**config.mk**
```make
export PLATFORM = sky130hd
export DESIGN_NAME = proc_ctrl_fsm
export DESIGN_NICKNAME = d
export VERILOG_FILES = /design/src/rtl/proc_ctrl_pkg.sv /design/src/rtl/reg_onehot_dec.sv /design/src/rtl/proc_ctrl_fsm.sv
export SDC_FILE = /design/constraint.sdc
export NUM_CORES = 1
export LEC_CHECK = 0
export BUFFER_PORTS_ARGS = -buffer_cell sky130_fd_sc_hd__buf_2
export CAP_MARGIN = 20
export CELL_PAD_IN_SITES_DETAIL_PLACEMENT = 0
export CELL_PAD_IN_SITES_GLOBAL_PLACEMENT = 1
export CORE_ASPECT_RATIO = 0.9
export CORE_MARGIN = 4
export CORE_UTILIZATION = 30
export CTS_CLUSTER_DIAMETER = 80
export CTS_CLUSTER_SIZE = 20
export DETAILED_ROUTE_END_ITERATION = 6
export PLACE_DENSITY = 0.93
export SKIP_LAST_GASP = 1
export SLEW_MARGIN = 25
export SYNTH_ARGS = -nofsm -noshare
export SYNTH_HDL_FRONTEND = slang
export SYNTH_HIERARCHICAL = 1
export SYNTH_SLANG_ARGS = --single-unit
```
**constraint.sdc**
```tcl
create_clock -name clock -period 2.7 [get_ports clock]
set_input_delay 0.54 -clock clock [delete_from_list [all_inputs] [get_ports clock]]
set_output_delay 0.54 -clock clock [all_outputs]
set_load 0.01 [all_outputs]
```
**src/rtl/proc_ctrl_pkg.sv**
```systemverilog
// proc_ctrl_pkg
// Shared definitions for the multi-cycle processor control unit:
//   - step_t      : instruction step encoding (T0 fetch .. T3)
//   - OPC_*       : opcode values found in the IR opcode field
//   - ALU_*       : encodings driven on alu_op
// Imported by proc_ctrl_fsm.
package proc_ctrl_pkg;

    typedef enum logic [1:0] {
        T0 = 2'd0,
        T1 = 2'd1,
        T2 = 2'd2,
        T3 = 2'd3
    } step_t;

    // Opcodes. 0..5 form the ALU class; their low three bits are the ALU function.
    localparam int OPC_ADD  = 0;
    localparam int OPC_SUB  = 1;
    localparam int OPC_SLT  = 2;
    localparam int OPC_SLL  = 3;
    localparam int OPC_SRL  = 4;
    localparam int OPC_AND  = 5;
    localparam int OPC_MV   = 6;
    localparam int OPC_MVI  = 7;
    localparam int OPC_MVNZ = 8;

    localparam logic [2:0] ALU_ADD = 3'd0;
    localparam logic [2:0] ALU_SUB = 3'd1;
    localparam logic [2:0] ALU_SLT = 3'd2;
    localparam logic [2:0] ALU_SLL = 3'd3;
    localparam logic [2:0] ALU_SRL = 3'd4;
    localparam logic [2:0] ALU_AND = 3'd5;

endpackage

```
**src/rtl/reg_onehot_dec.sv**
```systemverilog
// reg_onehot_dec
// Register-address to one-hot decoder with enable.
// Ports:
//   i_en      in  1      enable; all outputs 0 when low
//   i_addr    in  RA_W   register index
//   o_onehot  out NREGS  one-hot of i_addr
module reg_onehot_dec #(
    parameter int RA_W  = 3,
    parameter int NREGS = 8
) (
    input  logic             i_en,
    input  logic [RA_W-1:0]  i_addr,
    output logic [NREGS-1:0] o_onehot
);

    generate
        for (genvar gi = 0; gi < NREGS; gi++) begin : g_bit
            assign o_onehot[gi] = i_en && (i_addr == RA_W'(gi));
        end
    endgenerate

endmodule

```
**src/rtl/proc_ctrl_fsm.sv**
```systemverilog
// proc_ctrl_fsm
// Instruction-sequencing control unit for the multi-cycle datapath processor.
// Owns a T0..T3 step machine, decodes the external IR and drives the
// register-file, staging-register, DIN bypass and ALU-select controls.
//
// Parameters:
//   NREGS  number of general registers (power of two, >= 2)
//   OP_W   opcode field width (>= 4)
// Ports:
//   clock   in   1      rising-edge clock
//   Resetn  in   1      synchronous active-low reset
//   Run     in   1      start request, sampled only in T0
//   ir      in   IR_W   {opcode, X, Y}
//   Gnz     in   1      G register non-zero (mvnz only)
//   IRin    out  1      load IR from DIN
//   Rin     out  NREGS  one-hot register write enable
//   Rout    out  NREGS  one-hot register bus-drive select
//   DINout  out  1      drive DIN onto bus
//   Ain     out  1      load A
//   Gin     out  1      load G
//   Gout    out  1      drive G onto bus
//   alu_op  out  3      ALU function select
//   Done    out  1      last cycle of an instruction
//   illegal out  1      undecodable opcode (with Done)
//   step    out  2      current step, debug
//
// Build option: define CTRL_MVNZ_EN to enable the conditional move (opcode 8).
// Without it opcode 8 decodes as illegal and Gnz is ignored.
module proc_ctrl_fsm
    import proc_ctrl_pkg::*;
#(
    parameter  int NREGS = 8,
    parameter  int OP_W  = 4,
    localparam int RA_W  = $clog2(NREGS),
    localparam int IR_W  = OP_W + 2 * RA_W
) (
    input  logic             clock,
    input  logic             Resetn,
    input  logic             Run,
    input  logic [IR_W-1:0]  ir,
    input  logic             Gnz,
    output logic             IRin,
    output logic [NREGS-1:0] Rin,
    output logic [NREGS-1:0] Rout,
    output logic             DINout,
    output logic             Ain,
    output logic             Gin,
    output logic             Gout,
    output logic [2:0]       alu_op,
    output logic             Done,
    output logic             illegal,
    output logic [1:0]       step
);

    // ---------------- IR field extraction and decode ----------------
    logic [OP_W-1:0]  w_opcode;
    logic [RA_W-1:0]  w_x;
    logic [RA_W-1:0]  w_y;
    logic [NREGS-1:0] w_x_onehot;
    logic [NREGS-1:0] w_y_onehot;

    assign w_opcode = ir[IR_W-1 -: OP_W];
    assign w_x      = ir[2*RA_W-1 -: RA_W];
    assign w_y      = ir[RA_W-1:0];

    reg_onehot_dec #(.RA_W(RA_W), .NREGS(NREGS)) u_dec_x (
        .i_en     (Resetn),
        .i_addr   (w_x),
        .o_onehot (w_x_onehot)
    );

    reg_onehot_dec #(.RA_W(RA_W), .NREGS(NREGS)) u_dec_y (
        .i_en     (Resetn),
        .i_addr   (w_y),
        .o_onehot (w_y_onehot)
    );

    logic w_is_alu;
    logic w_is_mv;
    logic w_is_mvi;
    logic w_is_mvnz;
    logic w_mvnz_we;

    // Full-width compares so upper opcode bits cannot alias onto legal opcodes.
    assign w_is_alu = (w_opcode <= OP_W'(OPC_AND));
    assign w_is_mv  = (w_opcode == OP_W'(OPC_MV));
    assign w_is_mvi = (w_opcode == OP_W'(OPC_MVI));

`ifdef CTRL_MVNZ_EN
    assign w_is_mvnz = (w_opcode == OP_W'(OPC_MVNZ));
    assign w_mvnz_we = Gnz;
`else
    logic w_unused_gnz;
    assign w_is_mvnz    = 1'b0;
    assign w_mvnz_we    = 1'b0;
    assign w_unused_gnz = Gnz;
`endif

    // ---------------- state register ----------------
    step_t r_step;
    step_t w_step_next;

    always_ff @(posedge clock) begin
        if (!Resetn) begin
            r_step <= T0;
        end else begin
            r_step <= w_step_next;
        end
    end

    // ---------------- next-state logic ----------------
    always_comb begin
        w_step_next = r_step;
        case (r_step)
            T0:      w_step_next = Run ? T1 : T0;
            T1:      w_step_next = w_is_alu ? T2 : T0;
            T2:      w_step_next = T3;
            T3:      w_step_next = T0;
            default: w_step_next = T0;
        endcase
    end

    // ---------------- output logic ----------------
    logic             w_irin;
    logic [NREGS-1:0] w_rin;
    logic [NREGS-1:0] w_rout;
    logic             w_dinout;
    logic             w_ain;
    logic             w_gin;
    logic             w_gout;
    logic [2:0]       w_alu_op;
    logic             w_done;
    logic             w_illegal;

    always_comb begin
        w_irin    = 1'b0;
        w_rin     = '0;
        w_rout    = '0;
        w_dinout  = 1'b0;
        w_ain     = 1'b0;
        w_gin     = 1'b0;
        w_gout    = 1'b0;
        w_alu_op  = ALU_ADD;
        w_done    = 1'b0;
        w_illegal = 1'b0;
        case (r_step)
            T0: begin
                w_irin = Run;
            end
            T1: begin
                if (w_is_alu) begin
                    w_rout = w_x_onehot;
                    w_ain  = 1'b1;
                end else if (w_is_mv) begin
                    w_rout = w_y_onehot;
                    w_rin  = w_x_onehot;
                    w_done = 1'b1;
                end else if (w_is_mvi) begin
                    w_dinout = 1'b1;
                    w_rin    = w_x_onehot;
                    w_done   = 1'b1;
                end else if (w_is_mvnz) begin
                    w_rout = w_y_onehot;
                    w_rin  = w_mvnz_we ? w_x_onehot : '0;
                    w_done = 1'b1;
                end else begin
                    w_done    = 1'b1;
                    w_illegal = 1'b1;
                end
            end
            T2: begin
                w_rout = w_y_onehot;
                w_gin  = 1'b1;
                // Only ALU-class instructions reach T2; guard keeps alu_op 0 if
                // the IR is disturbed mid-instruction.
                w_alu_op = w_is_alu ? w_opcode[2:0] : ALU_ADD;
            end
            T3: begin
                w_gout = 1'b1;
                w_rin  = w_x_onehot;
                w_done = 1'b1;
            end
            default: begin
                w_irin = 1'b0;
            end
        endcase
    end

    // Outputs are held at zero for the whole time Resetn is low, including the
    // cycle in which reset is first asserted, so an aborted instruction never
    // produces a write strobe.
    assign IRin    = Resetn & w_irin;
    assign Rin     = Resetn ? w_rin  : '0;
    assign Rout    = Resetn ? w_rout : '0;
    assign DINout  = Resetn & w_dinout;
    assign Ain     = Resetn & w_ain;
    assign Gin     = Resetn & w_gin;
    assign Gout    = Resetn & w_gout;
    assign alu_op  = Resetn ? w_alu_op : 3'd0;
    assign Done    = Resetn & w_done;
    assign illegal = Resetn & w_illegal;
    assign step    = Resetn ? r_step : 2'd0;

endmodule

```
# After elaboration in Yosys (flattened, before gate mapping)
# Index checks and enable logic that the tools add are counted.
dict set report op_classes {
  magnitude_cmp 1
  n_eq_ne 19
  muxes 31
  bitwise 7
  n_reduce_logical 19
}
# cell count
set ops {}
lappend ops {{$mux 8} 7}
lappend ops {{$pmux 8 s2} 2}
lappend ops {{$eq 3x3->1 const B} 8}
lappend ops {{$logic_and 1x1->1} 16}
lappend ops {{$mux 1} 15}
lappend ops {{$eq 3x2->1 const B} 4}
lappend ops {{$mux 3} 3}
lappend ops {{$eq 4x3->1 const B} 2}
lappend ops {{$pmux 2 s4} 1}
lappend ops {{$and 1x1->1} 7}
lappend ops {{$eq 3x1->1 const B} 2}
lappend ops {{$logic_not 3->1} 2}
lappend ops {{$eq 2x2->1 const B} 2}
lappend ops {{$le 4x3->1 const B} 1}
lappend ops {{$mux 2} 2}
lappend ops {{$eq 2x1->1 const B} 1}
lappend ops {{$logic_not 2->1} 1}
lappend ops {{$pmux 1 s2} 1}
dict set report totals {
  regBits 2
  in_bits 14
  out_inout_bits 28
}

# Depth between registers and ports, before layout
dict set report depth {
  word_depth 7
  ltp_mapped 5
}

# Hierarchy
# The synthesis kept the hierarchy.
# mod instances cells_each area_per_inst_um2 seq_area_each_um2
set modules_own_cells {}
lappend modules_own_cells {proc_ctrl_fsm 1 53 439.2 40.0}
lappend modules_own_cells {reg_onehot_dec 2 8 96.3 0.0}

# Least setup slack after synthesis
# OpenSTA, ideal clock, no wires.
dict set report synth_path {
  kind {register to output}
  startpoint {register r_step[0]}
  endpoint {output Rout[0]}
  t_arrival_ns 1.446
  t_required_ns 2.160
  slack_ns 0.714
  stages_incl_launch_ff 6
  cell_sequence {dfxtp_1 inv_1 ha_1 nand3_4 o31ai_4 a22o_1}
}
dict set report synth_via {
  elab_chain_cells 3
  word_cells_on_any_way 4
  classes_between {2 x eq/ne; 2 x mux}
}
# item line_no
set synth_lines {}
lappend synth_lines {{start: declaration} proc_ctrl_fsm.sv:100} ;# step_t r_step;
lappend synth_lines {{start signal: assignment} proc_ctrl_fsm.sv:107} ;# r_step <= w_step_next;
lappend synth_lines {{$eq 2x2->1 / $eq 2x1->1 (equally long branches)} proc_ctrl_fsm.sv:146} ;# case (r_step)
lappend synth_lines {{$pmux 8 s2 *} proc_ctrl_fsm.sv:146}
lappend synth_lines {{$mux 8 *} proc_ctrl_fsm.sv:194} ;# assign Rout = Resetn ? w_rout : '0;
lappend synth_lines {{end: declaration} proc_ctrl_fsm.sv:44} ;# output logic [NREGS-1:0] Rout,
# Every way passes the cells marked *; elsewhere a longest branch is shown, timed or not.

# Worst setup path after layout
dict set report layout_path {
  startpoint {register r_step[0]}
  endpoint {output Rout[5]}
}
# The elaborated chain is that of the path after synthesis.

==> out/qor.yml <==
cts_setup_buffers: 0
async_flop_share_pct: 0
initial_utilization_pct: 32.4
synth_ff_type: "dfxtp_1"
dp_hpwl_um: 1460
crit_fanout: 8
p_seq_share_pct: 20.6
hold_depth: 2
multi_input_area_sq_um: 568
syn2layout_area_growth_pct: 40.0
tritoncts: "built"
drv_slew: 0
placementRows: 15
path_buf_inv: 2
status: "finished clean"
sw_frac_of_total_pct: 33.1
die_area_sq_um: 2910
worstSkewPairLatency_ns: 0.22
cellInternalPower_uw: 105
max-clock-path-buffers: 2
htree_levels: 1
nNetsFinal: 131
hold_path_class: "register to register"
netlist.area_leader.share_pct: 11.9
combPwrFrac_pct: 38.3
grt.overflow.total: 0
avgSynthCellArea_sq_um: 9.16
synth_cells: 69
crit_chain: "inv_1, ha_1, nand3_4, o31ai_4, a22o_1, buf_2"
reg2reg_setup_slack_ns: 1.58
drc: 0
worstPathArrival_ns: 1.90
dr.pass1.iters: 4
ys_warn_count: 6
holdBufCountCts: 0
routed_wl_um: 1810
io_pins: 42
max_stage_delay_ns: 0.41
die_h_um: 51.5
crit_start: "r_step[0]"
fillers: 205
p_leak_nw: 0.500
cts_buffers: 3
dr.first_iter.drc_count: 8
fin_skew_ns: 0.00383
via_per_inst: 5.04
synth_area_leaders: "and4bb_2 (12%), a22o_1 (11%), and3_1 (11%)"
drive_gt1_share_pct: 57.7
synth.lib_cells_used.distinct: 24
cts.clk_slew.worst_paths_ns: 0.03
total_power_uw: 157
yosysSeqAreaShare_pct: 6.34
required_ns: 2.16
antenna_cells: 0
synth_seq_cells: 2
cp.depth: 6
fin_hold_ws_ns: 0.529
grt_max_degree: 25
end_kind: "output pin"
reg2reg_depth: 4
die_x_um: 56.4
slew_headroom_pct: 74.1
maxCapViolations: 0
tns_ns: 0
seqCellArea_sq_um: 40.0
synth_top_area_cell: "and4bb_2"
fmax_ghz: 0.410
synth_edf_count: 0
finalHoldViolations: 0
setup_viol: 0
post_cts_resized: 0
period_share_pct: 90.3
placed_cells: 133
layout_common_cells: "buf_2 (40), and3_1 (11), a22o_1 (8), and4b_2 (6), and4bb_2 (6)"
grt.total_usage_pct: 12.5
cp-start-kind: "register"
crit_type: "register to output pin"
worstMarginPinSlew_ns: 0.388
p_sw_uw: 52.0
min_period_ns: 2.44
portBuffers: 40
wl_per_cell_um: 13.3
crit_end: "Rout[5]"
cp_top_family: "compound AO/OA/AOI/OAI gates"
crit_slowest_cell: "o31ai_4"
antenna_found_initial: 0
r2r-start: "r_step[0]"
gp_congestion: 0.728
syn_area_sq_um: 632
root_buffer: "clkbuf_4"
core_area_sq_um: 1950
fin_cells: 136
grt_pass1_wl_um: 2950
r2r-end: "r_step[0]"
num_vias: 685
rsz0062_at_grt: "false"
ir_worst_vdd_mv: 0.203
synth_nets: 87
numClockSinks: 2
p_clk_share_pct: 41.1
grt_pass1_vias: 653
mostFrequentLayoutCell: "buf_2"
drtAntennaViolNets: 0
pwr_density_cell_nw_per_um2: 178
-- power by group through the flow --
stage          clock, mW  combinational [mW]  sequential (mW)
2_1_floorplan          0              0.0300           0.0324
3_3_place_gp           0              0.0585           0.0327
3_5_place_dp           0              0.0599           0.0327
4_1_cts           0.0693              0.0602           0.0323
5_1_grt           0.0709              0.0662           0.0325
6_report          0.0646              0.0601           0.0323
-- cell type report --
cell class | instances | share of cell area [%]
Multi-Input combinational cell | 61 | 64.2
Timing Repair Buffer | 41 | 23.5
Sequential cell | 2 | 4.53
Tap cell | 25 | 3.54
Clock buffer | 3 | 2.55
Inverter | 4 | 1.70
-- worst min-delay path: stages, from the launching register on --
cell	delay, ns
dfxtp_1	0.34
nand2_1	0.07
a21boi_0	0.07
-- cell usage after synthesis, types with 2 or more instances --
cell type / n
ha_1: 4
inv_1: 4
o21bai_1: 2
dfxtp_1: 2
a22o_1: 8
nor4b_1: 2
and2_1: 3
nor4b_2: 2
and4_2: 2
and3_1: 11
nand2_1: 3
and4bb_2: 6
nand3_1: 3
nor2_1: 2
and4b_2: 6
-- per-stage QoR --
step / utilization (%) / instance area, sq um / worst slack (ns)
finish: 45.3 / 885 / 0.261
global route: 45.3 / 885 / 0.141
CTS: 45.3 / 885 / 0.237
detailed placement: 44.2 / 862 / 0.485
global placement: 44.2 / 862 / 0.525
floorplan: - / 632 / 0.714
-- layer usage --
layer	routed length, um	track usage [%]
met1	901	17.5
met2	849	19.6
met3	63	2.23
met4	0	3.56
met5	0	0
-- kinds of logic (layout without fill, tap and decap cells) --
family / after synthesis / in the layout / share of synthesized area (%)
simple gates: 42 / 42 / 58.4
compound gates: 15 / 15 / 23.6
buf+inv: 6 / 48 / 3.76
fa+ha+maj: 4 / 4 / 7.92
flops: 2 / 2 / 6.34
-- how the worst min path moves through the flow --
stage                     startpoint        to  slack (ns)
after floorplan             register  register        0.48
after global placement      register  register        0.52
after detailed placement    register  register        0.53
after CTS                   register  register        0.53
after global routing        register  register        0.55
final                       register  register        0.53
No activity file was read; power rests on OpenSTA's default activity.
